<file path="src/rtl/iq_dispatch.sv">
// Issue-queue write side: steers up to 4 renamed uops/cycle into two lane FIFOs and presents
// up to 2 uops per lane to the issue queue. Define IQ_DISPATCH_STATS_EN for stall/kill counters.
module iq_dispatch #(
    parameter int DEPTH     = 8,
    parameter int WIDTH_REG = 5,
    parameter int WIDTH_TAG = 5,
    parameter int WIDTH_BRM = 3,
    parameter int WIDTH     = 7 + WIDTH_BRM + WIDTH_TAG + 3*WIDTH_REG + 3
) (
    input  logic                 i_clk,
    input  logic                 i_rst,
    input  logic [WIDTH-1:0]     i_uop1,
    input  logic [WIDTH-1:0]     i_uop2,
    input  logic [WIDTH-1:0]     i_uop3,
    input  logic [WIDTH-1:0]     i_uop4,
    input  logic [3:0]           i_valid,
    input  logic [3:0]           i_lane,
    output logic                 o_ready,
    output logic [WIDTH-1:0]     o_inst0a,
    output logic [WIDTH-1:0]     o_inst0b,
    output logic [WIDTH-1:0]     o_inst1a,
    output logic [WIDTH-1:0]     o_inst1b,
    output logic [3:0]           o_ivalid,
    input  logic [1:0]           i_iq_ready,
    input  logic [WIDTH_BRM-1:0] i_BrKill
`ifdef IQ_DISPATCH_STATS_EN
    ,
    output logic [31:0]          o_stall_cnt,
    output logic [31:0]          o_kill_cnt
`endif
);
    localparam int PW     = $clog2(DEPTH);
    localparam int CW     = PW + 1;
    localparam int BRM_HI = WIDTH - 8;
    localparam logic [CW-1:0] READY_MAX = CW'(DEPTH - 4);

    function automatic logic f_hit(input logic [WIDTH_BRM-1:0] brm, input logic [WIDTH_BRM-1:0] kill);
        return |(brm & kill);
    endfunction

    logic [WIDTH-1:0]      w_uop [4];
    logic [3:0]            w_push_en;
    logic [3:0]            w_uop_hit;
    logic [1:0]            w_push_ofs [4];
    logic [2:0]            w_push_cnt [2];
    logic [1:0][CW-1:0]    w_count;
    logic [1:0][WIDTH-1:0] w_inst_a;
    logic [1:0][WIDTH-1:0] w_inst_b;
    logic [1:0]            w_val_a;
    logic [1:0]            w_val_b;
    logic [1:0][DEPTH-1:0] w_kill_hit;

    assign w_uop[0] = i_uop1;
    assign w_uop[1] = i_uop2;
    assign w_uop[2] = i_uop3;
    assign w_uop[3] = i_uop4;

    // Only registered counts gate rename; same-cycle pops are deliberately not credited.
    assign o_ready = !i_rst && (w_count[0] <= READY_MAX) && (w_count[1] <= READY_MAX);

    // NOTE: w_push_cnt is a running tally inside one combinational pass, so blocking '=' is intended here.
    always_comb begin
        w_push_cnt[0] = '0;
        w_push_cnt[1] = '0;
        for (int k = 0; k < 4; k++) begin
            w_push_en[k]  = o_ready && i_valid[k];
            w_uop_hit[k]  = f_hit(w_uop[k][BRM_HI -: WIDTH_BRM], i_BrKill);
            w_push_ofs[k] = w_push_cnt[i_lane[k]][1:0];
            if (w_push_en[k]) begin
                w_push_cnt[i_lane[k]] = w_push_cnt[i_lane[k]] + 3'd1;
            end
        end
    end

    for (genvar l = 0; l < 2; l++) begin : g_lane
        logic [WIDTH-1:0] r_mem [DEPTH];
        logic [DEPTH-1:0] r_live;
        logic [PW-1:0]    r_wr_ptr;
        logic [PW-1:0]    r_rd_ptr;
        logic [CW-1:0]    r_count;
        logic [PW-1:0]    w_rd_ptr_b;
        logic             w_pres_a;
        logic             w_pres_b;
        logic [1:0]       w_pops;
        logic [DEPTH-1:0] w_kill_hit_l;

        assign w_rd_ptr_b = r_rd_ptr + PW'(1);
        assign w_pres_a   = (r_count != '0);
        assign w_pres_b   = (r_count > CW'(1));
        assign w_pops     = i_iq_ready[l] ? (2'(w_pres_a) + 2'(w_pres_b)) : 2'd0;

        // An entry is occupied when its distance from the read pointer is below count.
        always_comb begin
            logic [PW-1:0] v_ofs;
            for (int i = 0; i < DEPTH; i++) begin
                v_ofs           = PW'(i) - r_rd_ptr;
                w_kill_hit_l[i] = ({1'b0, v_ofs} < r_count) && r_live[i]
                                  && f_hit(r_mem[i][BRM_HI -: WIDTH_BRM], i_BrKill);
            end
        end

        assign w_kill_hit[l] = w_kill_hit_l;
        assign w_count[l]    = r_count;
        assign w_val_a[l]    = w_pres_a && r_live[r_rd_ptr]
                               && !f_hit(r_mem[r_rd_ptr][BRM_HI -: WIDTH_BRM], i_BrKill);
        assign w_val_b[l]    = w_pres_b && r_live[w_rd_ptr_b]
                               && !f_hit(r_mem[w_rd_ptr_b][BRM_HI -: WIDTH_BRM], i_BrKill);
        assign w_inst_a[l]   = w_val_a[l] ? r_mem[r_rd_ptr]   : '0;
        assign w_inst_b[l]   = w_val_b[l] ? r_mem[w_rd_ptr_b] : '0;

        // NOTE: payload storage is not reset; count and live bits decide what is ever presented.
        always_ff @(posedge i_clk) begin
            for (int k = 0; k < 4; k++) begin
                if (w_push_en[k] && (i_lane[k] == 1'(l))) begin
                    r_mem[r_wr_ptr + PW'(w_push_ofs[k])] <= w_uop[k];
                end
            end
        end

        always_ff @(posedge i_clk) begin
            if (i_rst) begin
                r_wr_ptr <= '0;
                r_rd_ptr <= '0;
                r_count  <= '0;
                r_live   <= '0;
            end else begin
                r_wr_ptr <= r_wr_ptr + PW'(w_push_cnt[l]);
                r_rd_ptr <= r_rd_ptr + PW'(w_pops);
                r_count  <= r_count + CW'(w_push_cnt[l]) - CW'(w_pops);
                r_live   <= r_live & ~w_kill_hit_l;
                for (int k = 0; k < 4; k++) begin
                    if (w_push_en[k] && (i_lane[k] == 1'(l))) begin
                        r_live[r_wr_ptr + PW'(w_push_ofs[k])] <= !w_uop_hit[k];
                    end
                end
            end
        end
    end

    assign o_inst0a = w_inst_a[0];
    assign o_inst0b = w_inst_b[0];
    assign o_inst1a = w_inst_a[1];
    assign o_inst1b = w_inst_b[1];
    assign o_ivalid = {w_val_b[1], w_val_a[1], w_val_b[0], w_val_a[0]};

`ifdef IQ_DISPATCH_STATS_EN
    logic [31:0] r_stall_cnt;
    logic [31:0] r_kill_cnt;
    logic [31:0] w_kill_inc;

    // Kills of buffered entries plus uops that arrive already killed.
    assign w_kill_inc = 32'($countones(w_kill_hit)) + 32'($countones(w_push_en & w_uop_hit));

    always_ff @(posedge i_clk) begin
        if (i_rst) begin
            r_stall_cnt <= '0;
            r_kill_cnt  <= '0;
        end else begin
            if (!o_ready && (i_valid != 4'd0)) begin
                r_stall_cnt <= r_stall_cnt + 32'd1;
            end
            r_kill_cnt <= r_kill_cnt + w_kill_inc;
        end
    end

    assign o_stall_cnt = r_stall_cnt;
    assign o_kill_cnt  = r_kill_cnt;
`endif
endmodule

</file>
<file path="config.mk">
export PLATFORM = sky130hd
export DESIGN_NAME = iq_dispatch
export DESIGN_NICKNAME = d
export VERILOG_FILES = /design/src/rtl/iq_dispatch.sv
export SDC_FILE = /design/constraint.sdc
export NUM_CORES = 2
export LEC_CHECK = 0
export ABC_AREA = 1
export BUFFER_PORTS_ARGS = -buffer_cell sky130_fd_sc_hd__buf_4
export CAP_MARGIN = 10
export CORE_AREA = 2 2 344 346
export CTS_CLUSTER_DIAMETER = 150
export DETAILED_ROUTE_END_ITERATION = 12
export DIE_AREA = 0 0 346 348
export PLACE_DENSITY = 0.54
export SLEW_MARGIN = 20
export SYNTH_ARGS = -nofsm -noshare
export SYNTH_HDL_FRONTEND = slang
export SYNTH_SLANG_ARGS = --single-unit
</file>
<file path="constraint.sdc">
create_clock -name i_clk -period 13.81 [get_ports i_clk]
set_clock_uncertainty 0.05 [all_clocks]
set_input_delay 2.762 -clock i_clk [delete_from_list [all_inputs] [get_ports i_clk]]
set_output_delay 2.762 -clock i_clk [all_outputs]
set_load 0.03 [all_outputs]
</file>
==> impl_metrics.tcl <==
set metrics [dict create \
    final_common_cell "nand2_1" \
    cp_max_fo 69 \
    clkPwrFrac 0.239 \
    critPathMostFrequentCell "nand2_1" \
    rr_worst_depth 24 \
    first_pass_iters 7 \
    cts_tree "done" \
    grt_max_degree 138 \
    clock.fmax_mhz 121 \
    mostFrequentLayoutCells "nand2_1 (1835), a21oi_1 (700), o21ai_0 (576)" \
    synth_area_leaders "edfxtp_1 (34%), nand2_1 (15%), o211ai_1 (9.0%)" \
    post-route-period-util 0.601 \
    fin_util 0.436 \
    critPathBufInv 5 \
    holdPathStages 4 \
    drcViolationCount 0 \
    netlist_instances 6755 \
    port_buffers 283 \
    syn_nets 6968 \
    p_comb_frac 0.493 \
    fp-row-count 126 \
    r2r-start "g_lane[1].r_count[1]" \
    rsz0062_at_grt "no" \
    critPathCaptureType "flop" \
    routed-via-count 51500 \
    cp.required_ns 13.82 \
    postSynthAreaPerCell_um2 6.86 \
    path_clk_slew_ns 0.06 \
    die_h_um 348 \
    start_util 0.396 \
    crit_path_max_incr_delay_ns 0.81 \
    drtAntennaViolNets 0 \
    insertion_delay_ns 0.65 \
    post_cts_buffers 0 \
    dieArea_mm2 0.120 \
    path_cells "buf_4 > nor2_4 > nand3_4 > nor2_1 > nand2_1 > nand2_1 > nand2_1 > o21ai_0 > ha_1 > o21ai_0 > nand2_1 > o21ai_0 > inv_1 > fa_1 > or2_2 > nand2_1 > nor2_1 > nand2_2 > buf_4 > nand2_1 > buf_4 > inv_1 > nand3_2" \
    core_mm2 0.117 \
    grt_pass1_vias 44500 \
    wl_um 237000 \
    async_flop_share 0 \
    hold_viol_final 0 \
    cp.arrival_ns 8.31 \
    clockBufferDepth 3 \
    regArea_mm2 0.0166 \
    syn-cell-area_mm2 0.0464 \
    grt_usage 0.377 \
    gp_congestion 0.957 \
    holdBufCountCts 0 \
    powerDensity_mw_per_mm2 163 \
    die-width_um 346 \
    critPathKind "input pin to flop" \
    critPathTopFamily "simple AND/OR/NAND/NOR gates" \
    viasPerCell 6.31 \
    synth_warnings 0 \
    drv_slew 0 \
    synth_top_area_frac 0.342 \
    max_slew_margin 0.247 \
    seqPwrFrac 0.268 \
    multiInputGateArea_mm2 0.0252 \
    dp_cells 8022 \
    status "completed" \
    r2r-end "g_lane[0].r_mem[5][5]" \
    dp_hpwl_um 161000 \
    fin_crit_ns 8.29 \
    tightest_slew_ns 1.12 \
    cts.repair.resized 0 \
    yosys.cell_types.count 49 \
    p_leak_nw 21.1 \
    crit_slowest_cell "nand3_2" \
    critPathLaunch "i_rst" \
    grt_pass1_wl_um 334000 \
    hold_start "g_lane[1].r_live[7]" \
    cts_inserted_buffers 73 \
    drive_gt1_frac 0.0892 \
    p_int_mw 4.32 \
    wl_per_cell_um 29.0 \
    p_sw_frac 0.481 \
    p_total_mw 8.32 \
    drtIter0Drc 9786 \
    clock-sinks 564 \
    final_cells 8164 \
    area_growth_pct 10.0 \
    p_switching_mw 4.00 \
    ys_seq_elements 564 \
    yosys.area.top_type "edfxtp_1" \
    r2r_setup_slack_ns 7.08 \
    tns_ns 0 \
    pin_count 284 \
    cp-start-kind "input pin" \
    min_path_type "flop to flop" \
    peakVddDrop_v 0.000135 \
    synthFlopType "edfxtp_1" \
    seq_area_frac_synth 0.357 \
    drv_cap 0 \
    synth_edf_count 528 \
    grt.overflow.total 0 \
    antenna_found_initial 24 \
    cts_max_level 3 \
    fin_nets 6774 \
    fillers 12000 \
    setup_violations 0 \
    root_buffer "clkbuf_16" \
    holdPathEnd "g_lane[1].r_live[7]" \
]
[power groups by stage]
stage               clock network (mW)  registers [mW]  logic [mW]
finish                            1.99            2.23        4.10
global route                      2.04            2.24        4.42
CTS                               1.98            2.22        3.99
detailed placement                   0            2.25        3.97
global placement                     0            2.26        3.95
floorplan                            0            2.17        2.66
[per-layer routing]
metal / wire length (µm) / global-route usage / vias up
li1: - / - / 22900
met1: 100000 / 0.573 / 24000
met2: 91100 / 0.505 / 4153
met3: 38900 / 0.121 / 438
met4: 6020 / 0.0945 / 18
met5: 117 / 0.00360 / -
[sequential cells by signal, indices dropped and copies added, names as in the netlist]
name and cells:
g_lane.r_mem 528, g_lane.r_live 16, g_lane.r_count 8, g_lane.r_rd_ptr 6, g_lane.r_wr_ptr 6
[synthesized netlist by cell type (all sizes together) (4+ instances only)]
master / instances
a21oi: 701
a22oi: 67
buf: 236
clkbuf: 416
clkinv: 8
dfxtp: 36
edfxtp: 528
fa: 12
ha: 54
inv: 538
mux2i: 32
nand2: 1863
nand3: 363
nand4: 46
nor2: 477
nor3: 68
o211ai: 554
o21ai: 595
o21bai: 4
o221ai: 7
o22ai: 55
o311ai: 59
or2: 6
xor2: 12
[logic make-up (layout without fill, tap and decap cells)]
family	count (synthesis)	after routing	share of synthesized area
other	0	11	0
AO/OA/AOI/OAI	2056	2056	0.263
buffers and inverters	1198	1060	0.103
XOR/XNOR	15	15	0.00283
flip-flops	564	564	0.357
AND/OR/NAND/NOR	2824	2824	0.247
multiplexers	32	32	0.00691
adder cells (fa/ha/maj)	66	66	0.0198
[metrics by stage]
step                setup WS (ns)  hold slack, ns  cell area [µm²]
finish                       5.52           0.537            51000
global route                 5.02           0.561            51000
CTS                          5.53           0.533            51000
detailed placement           4.85           0.524            48600
global placement             4.99           0.522            48600
floorplan                    6.34           0.483            46400
[worst reg2reg max path, cell delays in order, from the launching register on]
cell and delay (ns):
dfxtp_1 0.34, inv_1 0.17, nand2_1 0.12, nand2_1 0.23
nand3_4 0.18, nor2_1 0.29, nand2_1 0.22, nand2_1 0.13
nand2_1 0.07, o21ai_0 0.44, ha_1 0.35, o21ai_0 0.25
nand2_1 0.08, o21ai_0 0.09, inv_1 0.15, fa_1 0.40
or2_2 0.30, nand2_1 0.10, nor2_1 0.10, nand2_2 0.08
buf_4 0.54, nand2_1 0.14, buf_4 0.30, inv_1 0.18
nand3_2 0.81
[how the worst max path moves through the flow]
stage / endpoint / slack [ns] / cells after the start
after global placement: g_lane[0].r_mem[5][3] / 4.99 / 26
after floorplan: g_lane[1].r_mem[7][0] / 6.34 / 23
after global routing: g_lane[0].r_mem[5][5] / 5.02 / 23
final: g_lane[0].r_mem[5][5] / 5.52 / 23
after CTS: g_lane[0].r_mem[5][5] / 5.53 / 23
after detailed placement: g_lane[0].r_mem[5][3] / 4.85 / 23
[layout make-up]
type,instances,area share
flip-flops and latches,564,0.325
repair buffers,383,0.0564
clock inverters,40,0.00682
clock buffers,91,0.0392
diodes,11,0.000540
multi-input cells,4993,0.494
well taps,1536,0.0377
inverters,546,0.0405
Power figures use the tool's default switching activity.
